<file path="src/rtl/decrypt_mem.sv">
// decrypt_mem: RC4 PRGA decrypt stage of the key-search datapath.
// Walks the shared S memory to produce one keystream byte per message byte,
// XORs it with the encrypted ROM and writes the result into the decrypted RAM.
// Every memory has a 2-cycle read latency, so each read spends READ/HOLD/SAVE
// states and the byte loop takes 15 cycles.
// Optional feature macro: DECRYPT_ASCII_CHECK_EN
//   defined   : each decrypted byte must be 'a'..'z' or space; the first
//               failing byte ends the run in DONE with key_valid=0.
//   undefined : no check; key_valid=1 whenever done=1.
module decrypt_mem #(
  parameter int MSG_LEN = 32,
  parameter int ADDR_W  = 5
) (
  input  logic              clk,
  input  logic              reset,
  input  logic              start,
  input  logic [7:0]        s_q,
  output logic [7:0]        s_address,
  output logic [7:0]        s_data,
  output logic              s_wren,
  input  logic [7:0]        e_q,
  output logic [ADDR_W-1:0] e_address,
  output logic [ADDR_W-1:0] d_address,
  output logic [7:0]        d_data,
  output logic              d_wren,
  output logic              done,
  output logic              key_valid
);

  localparam logic [ADDR_W-1:0] LAST_K = ADDR_W'(MSG_LEN - 1);

  typedef enum logic [4:0] {
    IDLE,
    INC_I,
    READ_I,
    HOLD_I,
    SAVE_I,
    CALC_J,
    READ_J,
    HOLD_J,
    SAVE_J,
    WRITE_J,
    WRITE_I,
    READ_F,
    HOLD_F,
    SAVE_F,
    WRITE_D,
    CHECK_DONE,
    DONE
  } state_t;

  state_t            r_state;
  logic [7:0]        r_i;
  logic [7:0]        r_j;
  logic [ADDR_W-1:0] r_k;
  logic [7:0]        r_si;
  logic [7:0]        r_sj;
  logic [7:0]        r_f;
  logic [7:0]        r_e;
  logic [7:0]        r_s_address;
  logic [7:0]        r_s_data;
  logic              r_s_wren;
  logic [ADDR_W-1:0] r_d_address;
  logic              r_d_wren;
  logic              r_done;
  logic              r_key_valid;

  logic [7:0]        w_d_byte;

  // The decrypted byte is built only from registered f and the sampled ROM byte.
  assign w_d_byte  = r_f ^ r_e;

  assign s_address = r_s_address;
  assign s_data    = r_s_data;
  assign s_wren    = r_s_wren;
  assign e_address = r_k;
  assign d_address = r_d_address;
  assign d_data    = w_d_byte;
  assign d_wren    = r_d_wren;
  assign done      = r_done;
  assign key_valid = r_key_valid;

`ifdef DECRYPT_ASCII_CHECK_EN
  logic w_ascii_ok;

  // Plausible plaintext is lowercase letters or space.
  assign w_ascii_ok = ((w_d_byte >= 8'h61) && (w_d_byte <= 8'h7A)) || (w_d_byte == 8'h20);
`endif

  // PRGA sequencer; memory-side outputs are registered on entry to the state that uses them.
  always_ff @(posedge clk) begin
    if (!reset) begin
      r_state     <= IDLE;
      r_i         <= 8'd0;
      r_j         <= 8'd0;
      r_k         <= '0;
      r_si        <= 8'd0;
      r_sj        <= 8'd0;
      r_f         <= 8'd0;
      r_e         <= 8'd0;
      r_s_address <= 8'd0;
      r_s_data    <= 8'd0;
      r_s_wren    <= 1'b0;
      r_d_address <= '0;
      r_d_wren    <= 1'b0;
      r_done      <= 1'b0;
      r_key_valid <= 1'b0;
    end else begin
      case (r_state)
        IDLE: begin
          if (start) begin
            r_i     <= 8'd0;
            r_j     <= 8'd0;
            r_k     <= '0;
            r_state <= INC_I;
          end
        end
        INC_I: begin
          r_i         <= r_i + 8'd1;
          r_s_address <= r_i + 8'd1;
          r_state     <= READ_I;
        end
        READ_I: r_state <= HOLD_I;
        HOLD_I: r_state <= SAVE_I;
        SAVE_I: begin
          r_si    <= s_q;
          r_state <= CALC_J;
        end
        CALC_J: begin
          r_j         <= r_j + r_si;
          r_s_address <= r_j + r_si;
          r_state     <= READ_J;
        end
        READ_J: r_state <= HOLD_J;
        HOLD_J: r_state <= SAVE_J;
        SAVE_J: begin
          // First swap write (S[i] = sj) is set up directly from the read data.
          r_sj        <= s_q;
          r_s_address <= r_i;
          r_s_data    <= s_q;
          r_s_wren    <= 1'b1;
          r_state     <= WRITE_J;
        end
        WRITE_J: begin
          // Second write lands last, so i==j leaves the original value in place.
          r_s_address <= r_j;
          r_s_data    <= r_si;
          r_state     <= WRITE_I;
        end
        WRITE_I: begin
          r_s_wren    <= 1'b0;
          r_s_address <= r_si + r_sj;
          r_state     <= READ_F;
        end
        READ_F: r_state <= HOLD_F;
        HOLD_F: r_state <= SAVE_F;
        SAVE_F: begin
          r_f         <= s_q;
          r_e         <= e_q;
          r_d_address <= r_k;
          r_d_wren    <= 1'b1;
          r_state     <= WRITE_D;
        end
        WRITE_D: begin
          r_d_wren <= 1'b0;
`ifdef DECRYPT_ASCII_CHECK_EN
          if (!w_ascii_ok) begin
            r_state     <= DONE;
            r_done      <= 1'b1;
            r_key_valid <= 1'b0;
          end else begin
            r_state <= CHECK_DONE;
          end
`else
          r_state <= CHECK_DONE;
`endif
        end
        CHECK_DONE: begin
          if (r_k == LAST_K) begin
            r_state     <= DONE;
            r_done      <= 1'b1;
            r_key_valid <= 1'b1;
          end else begin
            r_k     <= r_k + 1'b1;
            r_state <= INC_I;
          end
        end
        DONE: begin
          if (!start) begin
            r_done      <= 1'b0;
            r_key_valid <= 1'b0;
            r_state     <= IDLE;
          end
        end
        default: r_state <= IDLE;
      endcase
    end
  end

endmodule

</file>
<file path="config.mk">
export PLATFORM = sky130hd
export DESIGN_NAME = decrypt_mem
export DESIGN_NICKNAME = d
export VERILOG_FILES = /design/src/rtl/decrypt_mem.sv
export SDC_FILE = /design/constraint.sdc
export NUM_CORES = 1
export LEC_CHECK = 0
export BUFFER_PORTS_ARGS = -buffer_cell sky130_fd_sc_hd__buf_2
export CORE_ASPECT_RATIO = 1.1
export CORE_MARGIN = 8
export CORE_UTILIZATION = 50
export CTS_CLUSTER_DIAMETER = 100
export DETAILED_ROUTE_END_ITERATION = 12
export GPL_TIMING_DRIVEN = 0
export PLACE_DENSITY = 0.78
export SLEW_MARGIN = 20
export SYNTH_ARGS = -nofsm -noshare
export SYNTH_HDL_FRONTEND = slang
export SYNTH_SLANG_ARGS = --single-unit
</file>
<file path="constraint.sdc">
create_clock -name clk -period 5.4 [get_ports clk]
set_input_delay 1.08 -clock clk [delete_from_list [all_inputs] [get_ports clk]]
set_output_delay 1.08 -clock clk [all_outputs]
set_load 0.1 [all_outputs]
</file>
---- After elaboration in Yosys (flattened, before gate mapping) ----
Cells that the tools add are included.
Widths: inputs -> output; s select.
word-level totals
  flip-flop bits (word level) ............. 82
  input port bits ......................... 19
  output and inout bits ................... 38
operators by class
  $add $sub $neg .......................... 4
  equal/unequal tests ..................... 21
  multiplexer cells ....................... 17
  bitwise gates (word level) .............. 1
  reduce and logical (&&, ||, !) cells .... 14
operator list
  cell                 number
  $pmux 5 s17          1
  $pmux 8 s2           3
  $eq 5x4->1 const B   8
  $pmux 8 s5           1
  $mux 5               5
  $eq 5x3->1 const B   4
  $add 8x8->8          2
  $reduce_bool 2->1    7
  $eq 5x2->1 const B   2
  $eq 5x5->1 const B   2
  $pmux 5 s2           1
  $add 8x1->8 const B  1
  $mux 8               1
  $ne 2x2->1 const B   4
  $xor 8x8->8          1
  $pmux 1 s2           3
  $reduce_and 2->1     3
  $reduce_and 3->1     2
  $add 5x1->5 const B  1
  $eq 5x1->1 const B   1
  $logic_not 5->1      1
  $reduce_bool 5->1    1
  $mux 1               2

---- Longest topological paths before layout ----
  word-level depth ........................ 3
  mapped depth ............................ 9
  gate-level depth less buffers ........... 9

---- Least setup slack after synthesis ----
OpenSTA, ideal clock, no wires.
  path kind ............................... register to output
  start ................................... register r_e[0]
  end ..................................... output d_data[0]
  arrival time ............................ 1.756 ns
  slack ................................... 2.564 ns
  cell stages (with the launch flop) ...... 2
  buffers on the path ..................... 0
  path through ............................ dfxtp_1 -> xor2_1
between the ends
  word-level cells in the longest chain between the ends .. 1
ends and longest elaborated chain
  element                   RTL line  source
  start: declaration        59        logic [7:0] r_e;
  start signal: assignment  159       r_e <= e_q;
  $xor 8x8->8               71        assign w_d_byte = r_f ^ r_e;
  end: declaration          24        output logic [7:0] d_data,
Every way passes these cells.

---- Worst setup path in the final report ----
  start ................................... register r_f[7]
  end ..................................... output d_data[7]
between the ends
  word-level cells in the longest chain between the ends .. 1
ends and longest elaborated chain
  element                   RTL line  source
  start: declaration        58        logic [7:0] r_f;
  start signal: assignment  158       r_f <= s_q;
  $xor 8x8->8               71
Every way passes these cells.

==> results.txt <==
The flow ran to the end, and the final reports show no timing, DRC or antenna violations. In this run, post-CTS hold repair placed 0 buffers. The number of port buffers is 56.

The area enclosed by the die boundary is between 10000 and 15000 µm². The detail-routed via count per cell came out at 5.64. The repair_antennas step left the layout with diodes totalling 0. The global router's overall resource usage came out at 0.200. The number of cell rows came out at 35. For this configuration, the core starts out at a cell density of 0.504.

The clock transition time at the flip-flop clock pins of the worst setup and hold paths is 0.09 ns. By instance count, the leading cell after synthesis is sky130_fd_sc_hd__nand2_1. The sequential cell area fraction in the yosys report is 0.395.

In the final layout, the share of cells above drive strength 1 is 0.174. The worst clock skew is about 0.012 ns. In this run the critical register-to-register path is launched from r_si[0]$_SDFFE_PN0P_. When the netlist entered floorplanning its net count stood at around 540. The first routing iteration left 346 violations. After the flow finishes, the layout carries non-filler instances totaling around 690.

The cell leakage power came out at 1.97 nW. The endpoint identified for the worst register-to-register timing path is s_address[6]$_SDFFE_PN0P_. The achievable frequency came out at 411 MHz. In this run the worst hold path is classified as reg2reg. After detailed routing, the average wire length per cell comes to 16.1 µm. The vertical die dimension came out at about 110 µm.

Setup repair after global routing left no endpoint under its margin. The worst stage delay on the critical path is around 0.45 ns. Power comes to about 0.0013 W.

Setup violations remaining at the end of the flow were counted as 0. The headroom to the max-slew limit came out at 0.510. The first global-routing pass estimated 18300 µm of wire. The number of enable-type register cells in the synthesized netlist came out at 0.

Across all register-to-register paths, the minimum setup slack is 3.15 ns. The final antenna-violating net count is 0. The number of search-and-repair iterations in the first detailed-routing pass came out at 6. The worst vdd rail ir drop is 0.201 mV. The count of synthesis-stage warnings from yosys came out at 0.

In this run, placement finished with an instance count of 670. The area share of the largest cell type after synthesis is 0.395. The number of clock sinks came out at just over 80. The final critical-path required period came out at 2.43 ns. For this block, the routed nets add up to around 11000 µm of wire.

The kind of critical path is reg2out. The hold violation count in the final report came out at 0. The die outline width came out at roughly 100 µm. The total power density per cell area came out at 268 nW/µm².

Measured in cells, the most critical reg-to-reg path has a length of 9. In the routed design, unresolved DRC markers number 0. Traced cell by cell, the critical path runs through xor2_1 > buf_2. The source of the worst hold timing path is d_address[3]$_SDFFE_PN0P_.

Ranked by total cell area, the synthesized netlist is headed by sky130_fd_sc_hd__dfxtp_1 (40%), sky130_fd_sc_hd__nand2_1 (8.9%), sky130_fd_sc_hd__a21oi_1 (7.6%). The most used flip-flop cell after synthesis is sky130_fd_sc_hd__dfxtp_1. Summed over all nets, the half-perimeter wirelength after detailed placement is 8180 µm.

Counting instances in the post-synthesis netlist gives the leading cell types as sky130_fd_sc_hd__nand2_1 (98), sky130_fd_sc_hd__dfxtp_1 (82), sky130_fd_sc_hd__a21oi_1 (63), sky130_fd_sc_hd__nor2_1 (46), sky130_fd_sc_hd__xor2_1 (20). The number of different library cells used by synthesis comes to 56. The number of buffers created by CTS is 9. The layout overhead on the synthesized area came out at 15.1%. The total number of vias is 3872. The share of the core filled with cells in the final layout is 0.581. After global routing the overflow that remains totals 0. A synthesized cell averages 8.25 µm². In this run the number of H-tree levels came out at 3. STA classifies the critical path endpoint as a primary output. The signal arrival time at the worst endpoint is 1.35 ns. Across the run, the number of max-cap violations was 0. The buffer depth of the longest clock path came out at 2. TritonCTS built the clock tree. Setup total negative slack on the finished layout was measured at 0 ns. The insertion delay of the later-clocked pin in the worst-skew pair is approximately 0.37 ns. The gate count after technology mapping came out at 503. In the finished design, the share of the clock period the worst path needs comes to 0.450. The data required time of the critical path is 4.32 ns.

The worst setup path is launched from a register. The post-cts resize count came out at 0. The post-synthesis register bit count came out at 82. The maximum number of pins on one net before global-route repair came out at 16. The depth of the worst hold-timing path came out at 2. The number of buffers inserted by post-CTS setup repair came out at 0. The worst hold slack came out at 0.463 ns. The maximum fanout along the worst path is 2.

The number of antenna violations at the first check in global routing is 0. For hold timing, the worst endpoint is d_address[3]$_SDFFE_PN0P_. The routability congestion estimate from global placement is 0.943. After synthesis, the share of flip-flops with an asynchronous set or reset is 0. The tree is rooted in a sky130_fd_sc_hd__clkbuf_8. The transition time of the tightest slew-check pin is 0.732 ns.

The via count of the first global-routing pass is 3783. The standard cell core area is 8230 µm². Among all stages on the critical path, the largest delay is contributed by sky130_fd_sc_hd__buf_2.

The count of pins on the block boundary is 57. Summed over all instances, the cell type with the most area after synthesis is sky130_fd_sc_hd__dfxtp_1. For this run, the post-layout net count is 608. The total count of max-transition violations in the final report is 0. The post-synthesis instance area is around 4200 µm².
-- flip-flops by register name (all words and copies together) (netlist names) --
signal     count
r_j            8
r_f            8
r_i            8
s_data         8
d_address      5
r_si           8
s_address      8
r_sj           8
s_wren         1
e_address      5
d_wren         1
r_e            8
r_state        5
key_valid      1
-- report_power, final --
group          switching, W  internal [W]  leakage [nW]
Clock              0.000245      0.000230        0.0995
Sequential        0.0000108      0.000616         0.662
Combinational      0.000129     0.0000483          1.21
Total              0.000385      0.000894          1.97
-- routing by layer --
layer / wire, µm / track usage
met5: 0 / 0
met4: 259 / 0.0937
met3: 743 / 0.0437
met2: 5210 / 0.313
met1: 4850 / 0.252
-- worst max-delay path by stage --
stage / cells after the start / from / slack [ns] / to
finish: 2 / r_f[7]$_SDFFE_PN0P_ / 2.97 / d_data[7]
detailed placement: 6 / start / 3.16 / r_j[5]$_SDFFE_PN0P_
CTS: 2 / r_f[7]$_SDFFE_PN0P_ / 2.96 / d_data[7]
global route: 2 / r_f[6]$_SDFFE_PN0P_ / 2.91 / d_data[6]
global placement: 6 / start / 3.19 / r_j[6]$_SDFFE_PN0P_
floorplan: 1 / r_e[0]$_SDFFE_PN0P_ / 2.56 / d_data[0]
-- final cells by class --
type                       instances  area, µm²
multi-input combinational        389       2360
inverter                           7       26.3
timing repair buffer              56        280
buffer                            25        123
clock buffer                      10        138
fill                             778       3450
tap                              111        139
clock inverter                     6       71.3
sequential                        82       1640
-- cell usage in the layout, fill, tap and decap left out, types with 5 or more instances in the layout --
cell type                  synthesis  final
sky130_fd_sc_hd__nand2_1          98     98
sky130_fd_sc_hd__dfxtp_1          82     82
sky130_fd_sc_hd__buf_2            11     67
sky130_fd_sc_hd__a21oi_1          63     63
sky130_fd_sc_hd__nor2_1           46     46
sky130_fd_sc_hd__xor2_1           20     20
sky130_fd_sc_hd__ha_1             17     17
sky130_fd_sc_hd__o21ai_0          16     16
sky130_fd_sc_hd__clkbuf_1         11     11
sky130_fd_sc_hd__mux2i_1          11     11
sky130_fd_sc_hd__a31oi_1          11     11
sky130_fd_sc_hd__xnor2_1          10     10
sky130_fd_sc_hd__clkbuf_8          0     10
sky130_fd_sc_hd__nand2b_1          8      8
sky130_fd_sc_hd__inv_1             6      6
sky130_fd_sc_hd__nand3_1           6      6
sky130_fd_sc_hd__a21o_1            6      6
sky130_fd_sc_hd__o211ai_1          6      6
sky130_fd_sc_hd__nor3_1            5      5
sky130_fd_sc_hd__a211oi_1          5      5
-- stage by stage --
stage | instance area, µm² | setup slack (ns)
after global placement | 4570 | 3.19
final | 4780 | 2.97
after global routing | 4780 | 2.91
after floorplan | 4150 | 2.56
after CTS | 4780 | 2.96
after detailed placement | 4570 | 3.16
-- worst max-delay path: cells and delay by family, from the launching register on --
| family | cells | cell delay (ns) |
|---|---|---|
| buffers and inverters | 1 | 0.45 |
| flip-flops | 1 | 0.36 |
| XOR/XNOR | 1 | 0.18 |
-- logic make-up (layout without fill, tap and decap cells) --
group / Yosys count / in the layout / share of synthesized area
AO/OA/AOI/OAI: 133 / 133 / 0.201
XOR/XNOR: 30 / 30 / 0.0633
adder cells (fa/ha/maj): 19 / 19 / 0.0609
buffers and inverters: 32 / 104 / 0.0359
flip-flops: 82 / 82 / 0.395
multiplexers: 11 / 11 / 0.0265
AND/OR/NAND/NOR: 196 / 196 / 0.217
Power figures use the tool's default switching activity.
